`config.mk`:
```
export PLATFORM = sky130hd
export DESIGN_NAME = p1_loop_ctrl
export DESIGN_NICKNAME = d
export VERILOG_FILES = /design/src/rtl/p1_loop_pkg.sv /design/src/rtl/p1_loop_ctrl_counter.sv /design/src/rtl/p1_loop_ctrl.sv
export SDC_FILE = /design/constraint.sdc
export NUM_CORES = 1
export LEC_CHECK = 0
export ABC_CLOCK_PERIOD_IN_PS = 4100
export CORE_AREA = 2 2 51 65
export DETAILED_ROUTE_END_ITERATION = 10
export DIE_AREA = 0 0 53 67
export PLACE_DENSITY_LB_ADDON = 0.25
export SYNTH_ARGS = -nofsm -noshare
export SYNTH_HDL_FRONTEND = slang
export SYNTH_SLANG_ARGS = --single-unit
```
`constraint.sdc`:
```
create_clock -name clk -period 4.1 [get_ports clk]
set_clock_uncertainty 0.05 [all_clocks]
set_input_delay 1.23 -clock clk [delete_from_list [all_inputs] [get_ports clk]]
set_output_delay 1.23 -clock clk [all_outputs]
set_load 0.02 [all_outputs]
```
`src/rtl/p1_loop_pkg.sv`:
```
// Shared definitions for the P1 outer-loop controller: FSM state encoding
// and the default index width.
package p1_loop_pkg;

  localparam int P1_WIDTH_DEFAULT = 8;

  typedef enum logic [2:0] {
    IDLE  = 3'd0,
    INIT  = 3'd1,
    LOAD  = 3'd2,
    INNER = 3'd3,
    NEXT  = 3'd4,
    DONE  = 3'd5
  } loop_state_e;

endpackage

```
`src/rtl/p1_loop_ctrl_counter.sv`:
```
// P1 outer-loop index register: clear-to-zero has priority over increment.
module counter_P1
  import p1_loop_pkg::*;
#(
  parameter int WIDTH = P1_WIDTH_DEFAULT
) (
  input  logic             clk,
  input  logic             rst,
  input  logic             zero_i,
  input  logic             inc_i,
  output logic [WIDTH-1:0] count_o
);

  localparam logic [WIDTH-1:0] ONE = {{(WIDTH-1){1'b0}}, 1'b1};

  logic [WIDTH-1:0] count_q;
  logic [WIDTH-1:0] count_d;

  always_comb begin
    count_d = count_q;
    if (zero_i) begin
      count_d = '0;
    end else if (inc_i) begin
      count_d = count_q + ONE;
    end
  end

  always_ff @(posedge clk) begin
    if (rst) begin
      count_q <= '0;
    end else begin
      count_q <= count_d;
    end
  end

  assign count_o = count_q;

endmodule

```
`src/rtl/p1_loop_ctrl.sv`:
```
// Outer-loop controller: sequences P2 init/load/increment for each P1 index
// from 0 up to the captured N, with the end-of-pass compare ahead of the increment.
module p1_loop_ctrl
  import p1_loop_pkg::*;
#(
  parameter int WIDTH = P1_WIDTH_DEFAULT
) (
  input  logic             clk,
  input  logic             rst,
  input  logic             start,
  input  logic [WIDTH-1:0] N,
  input  logic             CO2,
  output logic [WIDTH-1:0] PO1,
  output logic             inzP2,
  output logic             incLd,
  output logic             incP2,
  output logic             step,
  output logic             busy,
  output logic             done
);

  loop_state_e      state_q;
  loop_state_e      state_d;
  logic [WIDTH-1:0] nCap_q;
  logic [WIDTH-1:0] nCap_d;
  logic             p1Zero;
  logic             p1Inc;
  logic             lastPass;

  counter_P1 #(.WIDTH(WIDTH)) u_counter_P1 (
    .clk     (clk),
    .rst     (rst),
    .zero_i  (p1Zero),
    .inc_i   (p1Inc),
    .count_o (PO1)
  );

  assign lastPass = (PO1 == nCap_q);
  assign p1Zero   = (state_q == INIT);
  assign p1Inc    = (state_q == NEXT) && !lastPass;

  always_comb begin
    state_d = state_q;
    nCap_d  = nCap_q;
    case (state_q)
      IDLE: begin
        if (start) begin
          nCap_d  = N;
          state_d = INIT;
        end
      end
      INIT:    state_d = LOAD;
      LOAD:    state_d = INNER;
      INNER:   state_d = CO2 ? NEXT : INNER;
      NEXT:    state_d = lastPass ? DONE : LOAD;
      DONE:    state_d = IDLE;
      default: state_d = IDLE;
    endcase
  end

  always_ff @(posedge clk) begin
    if (rst) begin
      state_q <= IDLE;
      nCap_q  <= '0;
    end else begin
      state_q <= state_d;
      nCap_q  <= nCap_d;
    end
  end

  // incP2/step drop in the carry cycle so P2 is never stepped past its terminal value.
  always_comb begin
    inzP2 = (state_q == INIT);
    incLd = (state_q == LOAD);
    incP2 = (state_q == INNER) && !CO2;
    step  = (state_q == INNER) && !CO2;
    busy  = (state_q != IDLE);
    done  = (state_q == DONE);
  end

endmodule
```
== Word level (Yosys, flattened, before mapping) ==
Index checks and enable logic that the tools add are counted.

* Add/sub/neg operators: 1
* Eq/ne operators: 7
* Mux-type cells: 4
* Reductions and logical operators: 8

{| class="wikitable"
|+ Operator list
! operator !! number
|-
| $pmux W3 S5 || 1
|-
| $mux W3 || 3
|-
| $add A8 B1 Y8 const B || 1
|-
| $eq A8 B8 Y1 || 1
|-
| $eq A3 B2 Y1 const B || 2
|-
| $eq A3 B3 Y1 const B || 2
|-
| $eq A3 B1 Y1 const B || 1
|-
| $logic_not A3 Y1 || 1
|-
| $reduce_bool A3 Y1 || 1
|-
| $logic_and A1 B1 Y1 || 2
|-
| $logic_not A1 Y1 || 2
|-
| $ne A2 B2 Y1 const B || 1
|-
| $reduce_and A2 Y1 || 1
|-
| $reduce_or A2 Y1 || 1
|}

* Flip-flop bits (word level): 19
* Output and inout port bits: 14

== Longest topological paths before layout ==
Gate-level depths: netlist (run 1).

* Word-level depth: 3
* Depth in mapped cells: 5

== Modules after synthesis ==
A second synthesis (run 1) with hierarchy kept.

* Cell total of the unflattened synthesis: 110
* Area, all modules: 934.6 um^2

{| class="wikitable"
|+ Modules (own cells, without submodules)
! module !! instances !! cells an instance !! area each (um^2) !! sequential area each (um^2)
|-
| p1_loop_ctrl || 1 || 72 || 589.3 || 220.2
|-
| counter_P1 || 1 || 38 || 345.3 || 160.2
|}

== Least setup slack after synthesis (run 1) ==
Ideal clock, no wire load.

* Kind: input to output
* Start: input CO2
* End: output step
* Arrival time: 1.783 ns
* Data required time: 2.820 ns
* Slack: 1.037 ns
* Cell stages on the path: 2
* Path through: and4bb_2 > buf_4

* Word-level cells in the longest chain between the ends: 2

{| class="wikitable"
|+ Ends and longest elaborated chain
! what !! line !! source
|-
| from (decl) || p1_loop_ctrl.sv:12 || <nowiki>input logic CO2,</nowiki>
|-
| $logic_not A1 Y1 || p1_loop_ctrl.sv:76 || <nowiki>step = (state_q == INNER) && !CO2;</nowiki>
|-
| $logic_and A1 B1 Y1 || p1_loop_ctrl.sv:76 ||
|-
| to (decl) || p1_loop_ctrl.sv:17 || <nowiki>output logic step,</nowiki>
|}

Every way passes these cells.

== Worst setup path after layout (run 1) ==
Ends and elaborated chain as after synthesis.

==> results of run 1 <==
## final cells by class
| type | instances | share of cell area, % |
|---|---|---|
| tap | 36 | 3.59 |
| sequential | 19 | 30.3 |
| timing repair buffer | 25 | 19.9 |
| clock buffer | 4 | 2.09 |
| multi-input combinational | 88 | 43.8 |
| inverter | 1 | 0.299 |
## cells by family after synthesis
group	share of synthesized area (%)
AND/OR/NAND/NOR	29.8
AO/OA/AOI/OAI	17.3
flip-flops	39.8
XOR/XNOR	8.26
buffers and inverters	2.49
multiplexers	1.05
adder cells (fa/ha/maj)	1.31
## power breakdown
group / switching, mW / leakage, nW / internal [mW]
Combinational: 0.0397 / 0.243 / 0.0332
Sequential: 0.00864 / 0.155 / 0.193
Clock: 0.0576 / 0.0150 / 0.0379
Total: 0.106 / 0.412 / 0.264
## flip-flops by register name, indices dropped and copies added (netlist names)
name and count:
nCap_q 8, u_counter_P1.count_o 8, state_q 3
## per-stage QoR
step | util [%] | cells
after global placement | 42.6 | 169
after floorplan | - | 112
after detailed placement | 42.6 | 169
final | 43.5 | 173
after CTS | 43.5 | 173
after global routing | 43.5 | 173
## synthesized netlist by cell type, types with 2 or more instances
| cell | instances |
|---|---|
| xnor2_1 | 8 |
| nor3_1 | 3 |
| o21a_1 | 2 |
| nor2_1 | 6 |
| dfxtp_1 | 19 |
| nand2_1 | 21 |
| a21oi_1 | 14 |
| and2_1 | 3 |
| o21ai_0 | 6 |
| nand4_1 | 4 |
| or3_1 | 5 |
| clkbuf_1 | 2 |
## path summary, 6_finish.rpt
path	to	slack, ps
worst min-delay path	nCap_q[0]	430
worst max-delay path	step	220
worst max register to register	u_counter_P1.count_o[1]	2290
worst min register to register	nCap_q[0]	430
## routing by layer
metal / vias to the layer above / part of all wire [%] / global-route usage (%)
met5: - / 0 / 0
met4: 0 / 2.1 / 7.69
met3: 6 / 3.9 / 2.24
met2: 21 / 53 / 24.8
met1: 380 / 41 / 16.0
li1: 447 / - / -
## critical path, stage by stage
cell             delay [ps]
clkdlybuf4s50_1         420
and4bb_2                340
clkdlybuf4s50_1         610
==> run metrics, run 1 <==
outcome=complete, no violations; DRT iter0 DRCs=14; first-pass GRT wire length=3660 um; TNS Setup=0 ps; fin worst setup slack=220 ps; drt drc=0; vias in the first global route=829; crit path DAT=2600 ps; Hold Violations, Final=0; crit path from=CO2; worst hold slack=428 ps; CTS buffer count=3; vias=854; Core Area=2890 um2; PwrDens=294 nW/um2; total power=370 uW; die width=53 um; Post-DP HPWL=1690 um; Place WS=219 ps; CTS tree=done; Nets=151; most common cell after layout, fill and taps aside=clkdlybuf4s50_1; Synth Flop Type=dfxtp_1; cts hold-fix bufs=0; initial antenna violation count=0; drt total wl=2140 um; Crit Path Max Fanout=4; Crit Reg-Reg Startpoint=u_counter_P1.count_o[1]; PostCTS Resize Cnt=0; setup repair bufs after CTS=0; highest clock rate=258 MHz; synth top area cells=dfxtp_1, nand2_1, a21oi_1; CTS HTree Levels=1; Final Cell Area=1260 um2; Yosys warning total=0; cell taking the most area after synthesis=dfxtp_1; Port Buffers=25; total die area=3550 um2; placed instance area=1230 um2; Slew headroom=66.4%; clk sinks=19; worst hold start=nCap_q[0]; DR WL/cell=12.4 um; max cap viols=0; most frequent cells in the layout=clkdlybuf4s50_1, nand2_1, dfxtp_1; post-synth top area share=39.8%; drt via density=4.94; # IOs=26; ant diodes=0; Reg area=380 um2; Worst Reg2Reg Path Length in Cells=5; FF+latch count, synth=19; Worst Hold Depth=2; final period utilization=94.6%; total gr overflow=0; number of enable flip-flop cells after synthesis=0; clock latency on the worst-skew pair=300 ps; antenna-violating nets left=0; clock root cell=clkbuf_4; worst hold-check path type=register to register; critical path class=input port to primary output; Mapped Nets=125; Worst setup SP type=input port; asr flop ratio synth=0%; measured slew at the worst slew-check pin=502 ps; Initial DRT Pass Iterations=4; die height=67 um; max-slew violations=0; final setup vio count=0; Syn Inst Count=112; gpl congestion=0.673; share of layout cells above drive strength 1=8.03%; largest net degree at the start of global routing=13; min Tclk post-route=3880 ps; Post-Syn Area=955 um2; RSZ-0062 raised after global routing=false; fill count=303; # rows=22; leak pwr=0.412 nW; Peak VDD IR=0.173 mV; clk slew on worst S/H paths=100 ps; Initial Utilization=33.0%; Unique masters post-synth=31; post-synthesis average cell area=8.52 um2; area of the multi-input gates=551 um2; Worst Path Required=2820 ps; Total GRT Usage=14.2%; area grow syn2layout=31.6%; CP endpoint kind=primary output; Max Buffers Root-to-Sink=2; sequential-to-total area share from yosys stat=39.8%
No activity file was read; power rests on OpenSTA's default activity.
==> run 2: changes to the inputs <==
--- a/config.mk
+++ b/config.mk
@@ -6,7 +6,9 @@
 export NUM_CORES = 1
 export LEC_CHECK = 0
 export ABC_CLOCK_PERIOD_IN_PS = 4100
+export CAP_MARGIN = 20
 export CORE_AREA = 2 2 51 65
+export CTS_BUF_LIST = sky130_fd_sc_hd__clkbuf_16
 export DETAILED_ROUTE_END_ITERATION = 10
 export DIE_AREA = 0 0 53 67
 export PLACE_DENSITY_LB_ADDON = 0.25
==> run metrics, run 2 (synthesis gave the netlist of run 1 again) <==
crit-path cells=clkdlybuf4s50_1 -> and4bb_2 -> clkdlybuf4s50_1; Core Area=2890 um2 (unchanged); highest clock rate=258 MHz (about the same); clock latency on the worst-skew pair=250 ps (-50 ps); max-slew violations=0 (unchanged); outcome=complete, no violations; Hold Violations, Final=0 (unchanged); clk slew on worst S/H paths=50 ps (-50 ps); Slowest cell on crit path=clkdlybuf4s50_1; leak pwr=0.440 nW (+6.6%); CP peak stage delay=610 ps (about the same); Post-DP HPWL=1690 um (unchanged); placed instance area=1230 um2 (unchanged); routing usage on met3=2.24% (unchanged); measured slew at the worst slew-check pin=520 ps (+17.8 ps); CP endpoint kind=primary output; total power=472 uW (+28%); worst hold start=nCap_q[5]; die width=53 um (unchanged); Worst Reg2Reg Path Length in Cells=5 (unchanged); CTS tree=done; min Tclk post-route=3880 ps (+0.278 ps); worst hold slack=418 ps (-10.0 ps); most common cell after layout, fill and taps aside=clkdlybuf4s50_1; total die area=3550 um2 (unchanged); PostCTS Resize Cnt=0 (unchanged); R2R Setup Slk=2240 ps (-50 ps); CP dominant cell by count=clkdlybuf4s50_1; DR WL/cell=12.9 um (+4.4%); gpl congestion=0.673 (unchanged); area grow syn2layout=37.1%; reg2reg end=u_counter_P1.count_o[1]; drt drc=0 (unchanged); Place WS=219 ps (unchanged); initial antenna violation count=0 (unchanged); worst hold-check path type=register to register; drt via density=5.01 (+1.5%); die height=67 um (unchanged); first-pass GRT wire length=3710 um (+1.3%); clk sinks=19 (unchanged); # rows=22 (unchanged); # IOs=26 (unchanged); Worst Hold Depth=2 (unchanged); crit path DAT=2600 ps (about the same); Crit Path Max Fanout=4 (unchanged); Worst setup SP type=input port; ant diodes=0 (unchanged); vias in the first global route=844 (+1.8%); vias=867 (+1.5%); GR Util met1=15.8% (-0.27 points); TNS Setup=0 ps (unchanged); Max Buffers Root-to-Sink=2 (unchanged); post-layout util=45.3% (+1.8 points); Initial Utilization=33.0% (unchanged); Crit Reg-Reg Startpoint=u_counter_P1.count_o[1]; fill count=293 (-3.3%); post-route insts no fill=173 (unchanged); Final Cell Area=1310 um2 (+4.2%); met2 global-route usage=26.1% (+1.2 points); Total GRT Usage=14.5% (+0.32 points); fin worst setup slack=220 ps (-0.278 ps); DRT iter0 DRCs=20 (+6); Port Buffers=25 (unchanged); CTS buffer count=3 (unchanged); clock root cell=clkbuf_16; RSZ-0062 raised after global routing=false; final period utilization=94.6% (about the same); antenna-violating nets left=0 (unchanged); Peak VDD IR=0.189 mV (+9.2%); Nets=151 (unchanged); cell total after placement=169 (unchanged); setup repair bufs after CTS=0 (unchanged); most frequent cells in the layout=clkdlybuf4s50_1, nand2_1, dfxtp_1; Worst Path Required=2820 ps (about the same); total gr overflow=0 (unchanged); drt total wl=2230 um (+4.4%); Hold EP=nCap_q[5]; final setup vio count=0 (unchanged); cts hold-fix bufs=0 (unchanged); critical path class=input port to primary output; PwrDens=361 nW/um2 (+23%); share of layout cells above drive strength 1=8.03% (unchanged); Most Crowded Layer GR=met2; largest net degree at the start of global routing=13 (unchanged); Initial DRT Pass Iterations=4 (unchanged); Slew headroom=64.9% (-1.5 points); max cap viols=0 (unchanged); CTS HTree Levels=1 (unchanged)
[run 2: changes by cell type in the layout (fill, tap and decap cells not counted), sizes merged]
cell | previous run | this run
clkbuf | 4 | 3
inv | 1 | 2
[run 2: where the power goes]
group	internal [mW]	switching, mW
combinational	0.0333	0.0403
sequential	0.193	0.00867
clock	0.130	0.0674
[run 2: metal layers]
layer	wire, um	share of wire [%]
met2	1200	54
met3	91	4.1
met4	55	2.5
met1	884	40
met5	0	0
[run 2: cell type report]
type,instances,area [um2],area share (%)
Sequential cell,19,380,29.1
Multi-Input combinational cell,88,551,42.1
Tap cell,36,45.0,3.44
Clock inverter,1,3.75,0.287
Inverter,1,3.75,0.287
Timing Repair Buffer,25,250,19.1
Clock buffer,3,75.1,5.74
[run 2: worst max path at each step]
stage	startpoint	end	slack, ps	depth (start not counted)
3_5_place_dp	CO2	step	220	3
2_1_floorplan	CO2	step	1040	2
3_3_place_gp	CO2	step	230	3
4_1_cts	CO2	step	210	3
5_1_grt	CO2	step	160	3
6_report	CO2	step	220	3
[run 2: critical path: cells and delay by family]
kind | cells | cell delay (ps)
buf+inv | 2 | 1030
simple gates | 1 | 340
